## config.mk

```make
export PLATFORM = sky130hd
export DESIGN_NAME = xgemac_tx_pkt_arbiter
export DESIGN_NICKNAME = d
export VERILOG_FILES = /design/src/rtl/xgemac_rtl_pkg.sv /design/src/rtl/xgemac_rr_arbiter.sv /design/src/rtl/xgemac_tx_pkt_arbiter.sv
export SDC_FILE = /design/constraint.sdc
export NUM_CORES = 1
export LEC_CHECK = 0
export CORE_AREA = 2 2 173 175
export DETAILED_ROUTE_END_ITERATION = 6
export DIE_AREA = 0 0 175 177
export GPL_TIMING_DRIVEN = 1
export PLACE_DENSITY = 0.74
export SYNTH_ARGS = -nofsm -noshare
export SYNTH_HDL_FRONTEND = slang
export SYNTH_SLANG_ARGS = --single-unit
```

## constraint.sdc

```tcl
create_clock -name clk_156m25 -period 3.9 [get_ports clk_156m25]
set_input_delay 0.78 -clock clk_156m25 [delete_from_list [all_inputs] [get_ports clk_156m25]]
set_output_delay 0.78 -clock clk_156m25 [all_outputs]
set_load 0.02 [all_outputs]
```

## src/rtl/xgemac_rtl_pkg.sv

```systemverilog
package xgemac_rtl_pkg;

  typedef enum logic {
    ARB_IDLE   = 1'b0,
    ARB_LOCKED = 1'b1
  } arb_state_e;

  function automatic int unsigned clog2_min1(input int unsigned n);
    return (n <= 2) ? 1 : int'($clog2(n));
  endfunction

endpackage

```

## src/rtl/xgemac_rr_arbiter.sv

```systemverilog
module xgemac_rr_arbiter
  import xgemac_rtl_pkg::*;
#(
  parameter int unsigned NUM_CH = 4,
  parameter int unsigned CH_W   = clog2_min1(NUM_CH)
) (
  input  logic [NUM_CH-1:0] req,
  input  logic [CH_W-1:0]   last,
  output logic [NUM_CH-1:0] gnt,
  output logic [CH_W-1:0]   gnt_idx,
  output logic              any
);

  logic [CH_W-1:0] idx;

  always_comb begin
    gnt     = '0;
    gnt_idx = '0;
    any     = 1'b0;
    idx     = '0;
    for (int unsigned off = 1; off <= NUM_CH; off++) begin
      idx = CH_W'((32'(last) + off) % NUM_CH);
      if (!any && req[idx]) begin
        any      = 1'b1;
        gnt_idx  = idx;
        gnt[idx] = 1'b1;
      end
    end
  end

endmodule

```

## src/rtl/xgemac_tx_pkt_arbiter.sv

```systemverilog
module xgemac_tx_pkt_arbiter
  import xgemac_rtl_pkg::*;
#(
  parameter int unsigned NUM_CH = 4,
  parameter int unsigned DATA_W = 64,
  parameter int unsigned MOD_W  = clog2_min1(DATA_W / 8),
  parameter int unsigned CNT_W  = 16,
  parameter int unsigned CH_W   = clog2_min1(NUM_CH)
) (
  input  logic                      clk_156m25,
  input  logic                      reset_156m25_n,
  input  logic [NUM_CH*DATA_W-1:0]  ch_data,
  input  logic [NUM_CH-1:0]         ch_val,
  input  logic [NUM_CH-1:0]         ch_sop,
  input  logic [NUM_CH-1:0]         ch_eop,
  input  logic [NUM_CH*MOD_W-1:0]   ch_mod,
  output logic [NUM_CH-1:0]         ch_rdy,
  output logic [DATA_W-1:0]         pkt_tx_data,
  output logic                      pkt_tx_val,
  output logic                      pkt_tx_sop,
  output logic                      pkt_tx_eop,
  output logic [MOD_W-1:0]          pkt_tx_mod,
  input  logic                      pkt_tx_full,
  output logic                      busy,
  output logic [CH_W-1:0]           grant_ch,
  output logic                      proto_err,
  output logic [CNT_W-1:0]          err_cnt,
  output logic [NUM_CH*CNT_W-1:0]   pkt_cnt
);

  typedef struct packed {
    logic [DATA_W-1:0] data;
    logic              sop;
    logic              eop;
    logic [MOD_W-1:0]  mod;
  } pkt_word_t;

  arb_state_e        state, next_state;
  logic [CH_W-1:0]   last_grant;
  logic [DATA_W-1:0] data_arr [NUM_CH];
  logic [MOD_W-1:0]  mod_arr  [NUM_CH];
  logic [CNT_W-1:0]  cnt_arr  [NUM_CH];
  logic [NUM_CH-1:0] sop_req, stray_req, sop_gnt, stray_gnt;
  logic [CH_W-1:0]   sop_idx, stray_idx, sel_idx;
  logic              sop_any, stray_any;
  logic              fwd, err, pkt_done;
  pkt_word_t         fwd_word;

  for (genvar i = 0; i < NUM_CH; i++) begin : g_ch
    assign data_arr[i]                = ch_data[i*DATA_W +: DATA_W];
    assign mod_arr[i]                 = ch_mod[i*MOD_W +: MOD_W];
    assign pkt_cnt[i*CNT_W +: CNT_W]  = cnt_arr[i];
  end

  assign sop_req   = ch_val & ch_sop;
  assign stray_req = ch_val & ~ch_sop;
  assign busy      = (state == ARB_LOCKED);

  xgemac_rr_arbiter #(
    .NUM_CH (NUM_CH),
    .CH_W   (CH_W)
  ) u_rr (
    .req     (sop_req),
    .last    (last_grant),
    .gnt     (sop_gnt),
    .gnt_idx (sop_idx),
    .any     (sop_any)
  );

  always_comb begin
    stray_gnt = '0;
    stray_idx = '0;
    stray_any = 1'b0;
    for (int unsigned i = 0; i < NUM_CH; i++) begin
      if (!stray_any && stray_req[i]) begin
        stray_any    = 1'b1;
        stray_idx    = CH_W'(i);
        stray_gnt[i] = 1'b1;
      end
    end
  end

  // ch_rdy is gated by reset as well, so nothing is accepted while reset is held
  always_comb begin
    next_state = state;
    ch_rdy     = '0;
    sel_idx    = grant_ch;
    fwd        = 1'b0;
    err        = 1'b0;
    pkt_done   = 1'b0;
    if (reset_156m25_n && !pkt_tx_full) begin
      case (state)
        ARB_IDLE: begin
          if (sop_any) begin
            ch_rdy  = sop_gnt;
            sel_idx = sop_idx;
            fwd     = 1'b1;
            if (ch_eop[sop_idx]) pkt_done = 1'b1;
            else                 next_state = ARB_LOCKED;
          end else if (stray_any) begin
            ch_rdy = stray_gnt;
            err    = 1'b1;
          end
        end
        ARB_LOCKED: begin
          ch_rdy[grant_ch] = 1'b1;
          if (ch_val[grant_ch]) begin
            fwd = 1'b1;
            if (ch_sop[grant_ch]) err = 1'b1;
            if (ch_eop[grant_ch]) begin
              pkt_done   = 1'b1;
              next_state = ARB_IDLE;
            end
          end
        end
        default: next_state = ARB_IDLE;
      endcase
    end
    fwd_word.data = data_arr[sel_idx];
    fwd_word.sop  = (state == ARB_IDLE);
    fwd_word.eop  = ch_eop[sel_idx];
    fwd_word.mod  = ch_eop[sel_idx] ? mod_arr[sel_idx] : '0;
  end

  always_ff @(posedge clk_156m25 or negedge reset_156m25_n) begin
    if (!reset_156m25_n) begin
      state       <= ARB_IDLE;
      last_grant  <= CH_W'(NUM_CH - 1);
      grant_ch    <= '0;
      pkt_tx_data <= '0;
      pkt_tx_val  <= 1'b0;
      pkt_tx_sop  <= 1'b0;
      pkt_tx_eop  <= 1'b0;
      pkt_tx_mod  <= '0;
      proto_err   <= 1'b0;
      err_cnt     <= '0;
      for (int unsigned i = 0; i < NUM_CH; i++) cnt_arr[i] <= '0;
    end else begin
      state       <= next_state;
      pkt_tx_val  <= fwd;
      pkt_tx_data <= fwd ? fwd_word.data : '0;
      pkt_tx_sop  <= fwd & fwd_word.sop;
      pkt_tx_eop  <= fwd & fwd_word.eop;
      pkt_tx_mod  <= fwd ? fwd_word.mod : '0;
      proto_err   <= err;
      if (err && (err_cnt != '1)) err_cnt <= err_cnt + CNT_W'(1);
      if (fwd && (state == ARB_IDLE)) grant_ch <= sel_idx;
      if (pkt_done) begin
        last_grant       <= sel_idx;
        cnt_arr[sel_idx] <= cnt_arr[sel_idx] + CNT_W'(1);
      end
    end
  end

endmodule

```

==> results.yml <==
critical_path:
  worst-path-buf-inv: 3
  cpMostUsedCell: "a221oi_1"
  worstReg2RegStart: "last_grant[0]"
  crit_path_end_kind: "output port"
  critPathRequiredTime_ps: 3120
  r2r_cells: 14
  crit_chain: "clkdlybuf4s50_1, and2_1, mux4_2, a311oi_1, buf_4, a221o_1, a221oi_1, a221oi_1, buf_2"
  cp-start-kind: "primary input"
  worstPathMaxFanout: 4
  ff2ff_setup_slack_ps: 370
  reg2reg_to: "pkt_tx_data[53]"
  slowest_delay_ps: 470
  critical_path.slowest_cell: "mux4_2"
  crit_type: "in2out"
  path_delay_family: "buffers and inverters"
  arrival_ps: 3050
finish:
  layout_common_cells: "clkdlybuf4s50_1 (434), nand2_1 (347), dfrtp_1 (154)"
  area_growth_pct: 67.74
  layout_commonest_cell: "clkdlybuf4s50_1"
  drive_gt1_share_pct: 12.97
  nets: 1892
  fill_cells: 2608
flow_run:
  max-cap-violations: 0
detailed_routing:
  via_per_inst: 5.157
  dr.pass1.iters: 7
  first_iter_violations: 911
  dr_wl_met2_mm: 18.44
  ant_nets: 0
  wirelength_met1_mm: 16.76
  post_drt_wl_per_cell_um: 19.85
  routed-via-count: 10320
  maxUsedRoutingLayer: "met5"
  drc_errors: 0
  dr_wl_met3_mm: 3.850
  wl_mm: 39.73
place:
  pre_cts_ws_ps: -478.4
  numPortBuffers: 440
  place.gp.congestion: 0.9095
  hpwl_mm: 29.43
power:
  p_leak_nw: 6.809
  vdd_drop_max_mv: 0.5077
  finalPower_mw: 11.11
  power.density_mw_per_mm2: 722.1
timing:
  setup_viol: 0
  fin_skew_ps: 12.86
  period_minus_slack_ps: 3833
  drv_slew: 0
  final_hold_viol_count: 0
  timing.slew.headroom_pct: 38.79
  fin_ws_ps: 67.12
  worst_slew_pin_slew_ps: 918.2
  fin_crit_sh_pct: 98.28
  fmax_ghz: 0.2609
global_route:
  grt_pass1_wl_mm: 58.51
  antenna_found_initial: 3
  grt_pass1_vias: 9869
  globalRouteOverflowTotal: 0
  grt_start_max_net_pins: 157
  grt_usage_pct: 24.54
worst_hold_path:
  worstHoldEndpoint: "err_cnt[12]"
  hold_path_class: "reg2reg"
  holdCritStartpoint: "err_cnt[12]"
  hold-path-cell-count: 1
floorplan:
  die-height_um: 177
  num_io_pins: 441
  die_area_mm2: 0.03098
  row_count: 63
  initial_core_util_pct: 31.37
  die_w_um: 175
  core-area_mm2: 0.02924
clock_tree:
  cts_tree: "yes"
  clk_pin_slew_ps: 60
  clkSinkCount: 156
  cts_buffer_depth: 2
  clock_latency_ps: 420
  ctsHoldBuffers: 0
  clockRootBuffer: "clkbuf_16"
  cts-buffers-inserted: 17
  htreeDepth: 4
logic_synthesis:
  syn_area_per_cell_um2: 8.242
  synth_edf_count: 0
  synth_cell_types: 63
  syn_nets: 1406
  async_reset_ff_share_pct: 100.0
  netlist_area_mm2: 0.009174
  yosys_most_used_dff: "dfrtp_1"
  ys_ff_latch: 156
  yosysWarnings: 0
  seq_area_frac_synth_pct: 42.58
  synthesis.instances: 1113
status:
  status: "completed"
==> sequential cells by signal (all words and copies together), names as in the netlist <==
signal	cells
pkt_cnt	64
pkt_tx_data	64
err_cnt	16
pkt_tx_mod	3
grant_ch	2
last_grant	2
busy	1
pkt_tx_eop	1
pkt_tx_sop	1
pkt_tx_val	1
proto_err	1
==> worst register-to-register path, delay by kind of cell (launching register included) <==
kind	cells	cell delay, ps
AO/OA/AOI/OAI	2	410
adder cells (fa/ha/maj)	1	410
buffers and inverters	6	1030
flip-flops	1	530
multiplexers	1	400
AND/OR/NAND/NOR	4	710
==> power by group <==
| group | leakage, nW | switching (mW) | internal, mW |
|---|---|---|---|
| Combinational | 4.52 | 3.74 | 3.02 |
| Clock | 0.267 | 0.726 | 0.903 |
| Sequential | 2.02 | 0.587 | 2.14 |
| Total | 6.81 | 5.05 | 6.06 |
==> through the flow <==
step | setup TNS (ps) | hold slack (ps) | utilization (%) | instance area [µm²] | std cells
6_report | 0 | 496.3 | 52.62 | 15390 | 2002
5_1_grt | -38.79 | 514.0 | 52.62 | 15390 | 2002
4_1_cts | 0 | 498.0 | 52.30 | 15290 | 1998
3_5_place_dp | -28860 | 485.5 | 50.29 | 14710 | 1966
3_3_place_gp | -21780 | 477.6 | 50.29 | 14710 | 1966
2_1_floorplan | 0 | 484.4 | - | 9268 | 1113
==> timing repair <==
item / CTS / global route
resized for setup: 22 / 17
setup endpoints to repair: 8 / 53
setup buffers: 1 / 3
pin swaps: 0 / 11
gates cloned: 0 / 0
==> area by class of cell <==
class	count	area, µm²	area share (%)
timing repair buffer	550	5356	34.81
multi-input combinational	854	4999	32.48
sequential	156	3906	25.38
tap	390	488.0	3.171
clock buffer	20	446.7	2.903
clock inverter	11	111.4	0.7236
inverter	20	78.83	0.5122
antenna	1	2.502	0.01626
==> cell families after synthesis <==
logic type	count (synthesis)	synth area share [%]
buf+inv	103	4.746
mux	37	4.978
simple gates	581	28.06
xor+xnor	26	2.564
fa+ha+maj	10	1.364
flops	156	42.58
compound gates	200	15.71
==> worst max path at each step <==
stage	start	to	slack, ps	cells past startpoint
6_report	ch_sop[2]	ch_rdy[1]	70	9
5_1_grt	ch_val[1]	ch_rdy[1]	-40	12
4_1_cts	ch_sop[2]	ch_rdy[3]	6	9
3_5_place_dp	ch_sop[2]	pkt_tx_data[53]	-480	14
3_3_place_gp	ch_sop[2]	pkt_tx_data[53]	-430	14
2_1_floorplan	ch_sop[0]	pkt_cnt[24]	8	17
==> cell usage after synthesis (all sizes together) (2+ instances only) <==
master / count / area [µm²]
o21ai: 25 / 125.1
nor2b: 9 / 63.81
clkbuf: 55 / 206.5
nor3: 4 / 20.02
nor4: 2 / 12.51
nor3b: 2 / 15.01
a221o: 3 / 30.03
a221oi: 6 / 52.55
a22o: 3 / 26.28
a31oi: 7 / 43.79
nand2b: 2 / 12.51
and3: 83 / 519.3
dfrtp: 154 / 3854
nand3: 42 / 222.7
a32oi: 2 / 17.52
a21oi: 60 / 300.3
mux2i: 16 / 163.9
mux2: 16 / 180.2
a211oi: 4 / 35.03
a311oi: 72 / 654.4
mux4: 5 / 112.6
ha: 10 / 125.1
xor2: 11 / 96.34
and2: 6 / 45.05
nand2: 347 / 1303
buf: 28 / 153.9
xnor2: 15 / 138.9
o22ai: 2 / 12.51
o211ai: 3 / 27.52
inv: 20 / 75.07
nand4: 7 / 50.05
o31ai: 2 / 15.01
nor2: 72 / 270.3
a22oi: 3 / 22.52
dfstp: 2 / 52.55
==> metal layers <==
layer / vias to the layer above / GRT usage [%]
met1: 4927 / 32.74
met4: 4 / 6.632
met2: 493 / 38.41
met3: 44 / 7.818
met5: - / 0
li1: 4856 / -
No activity file was read; power rests on OpenSTA's default activity.
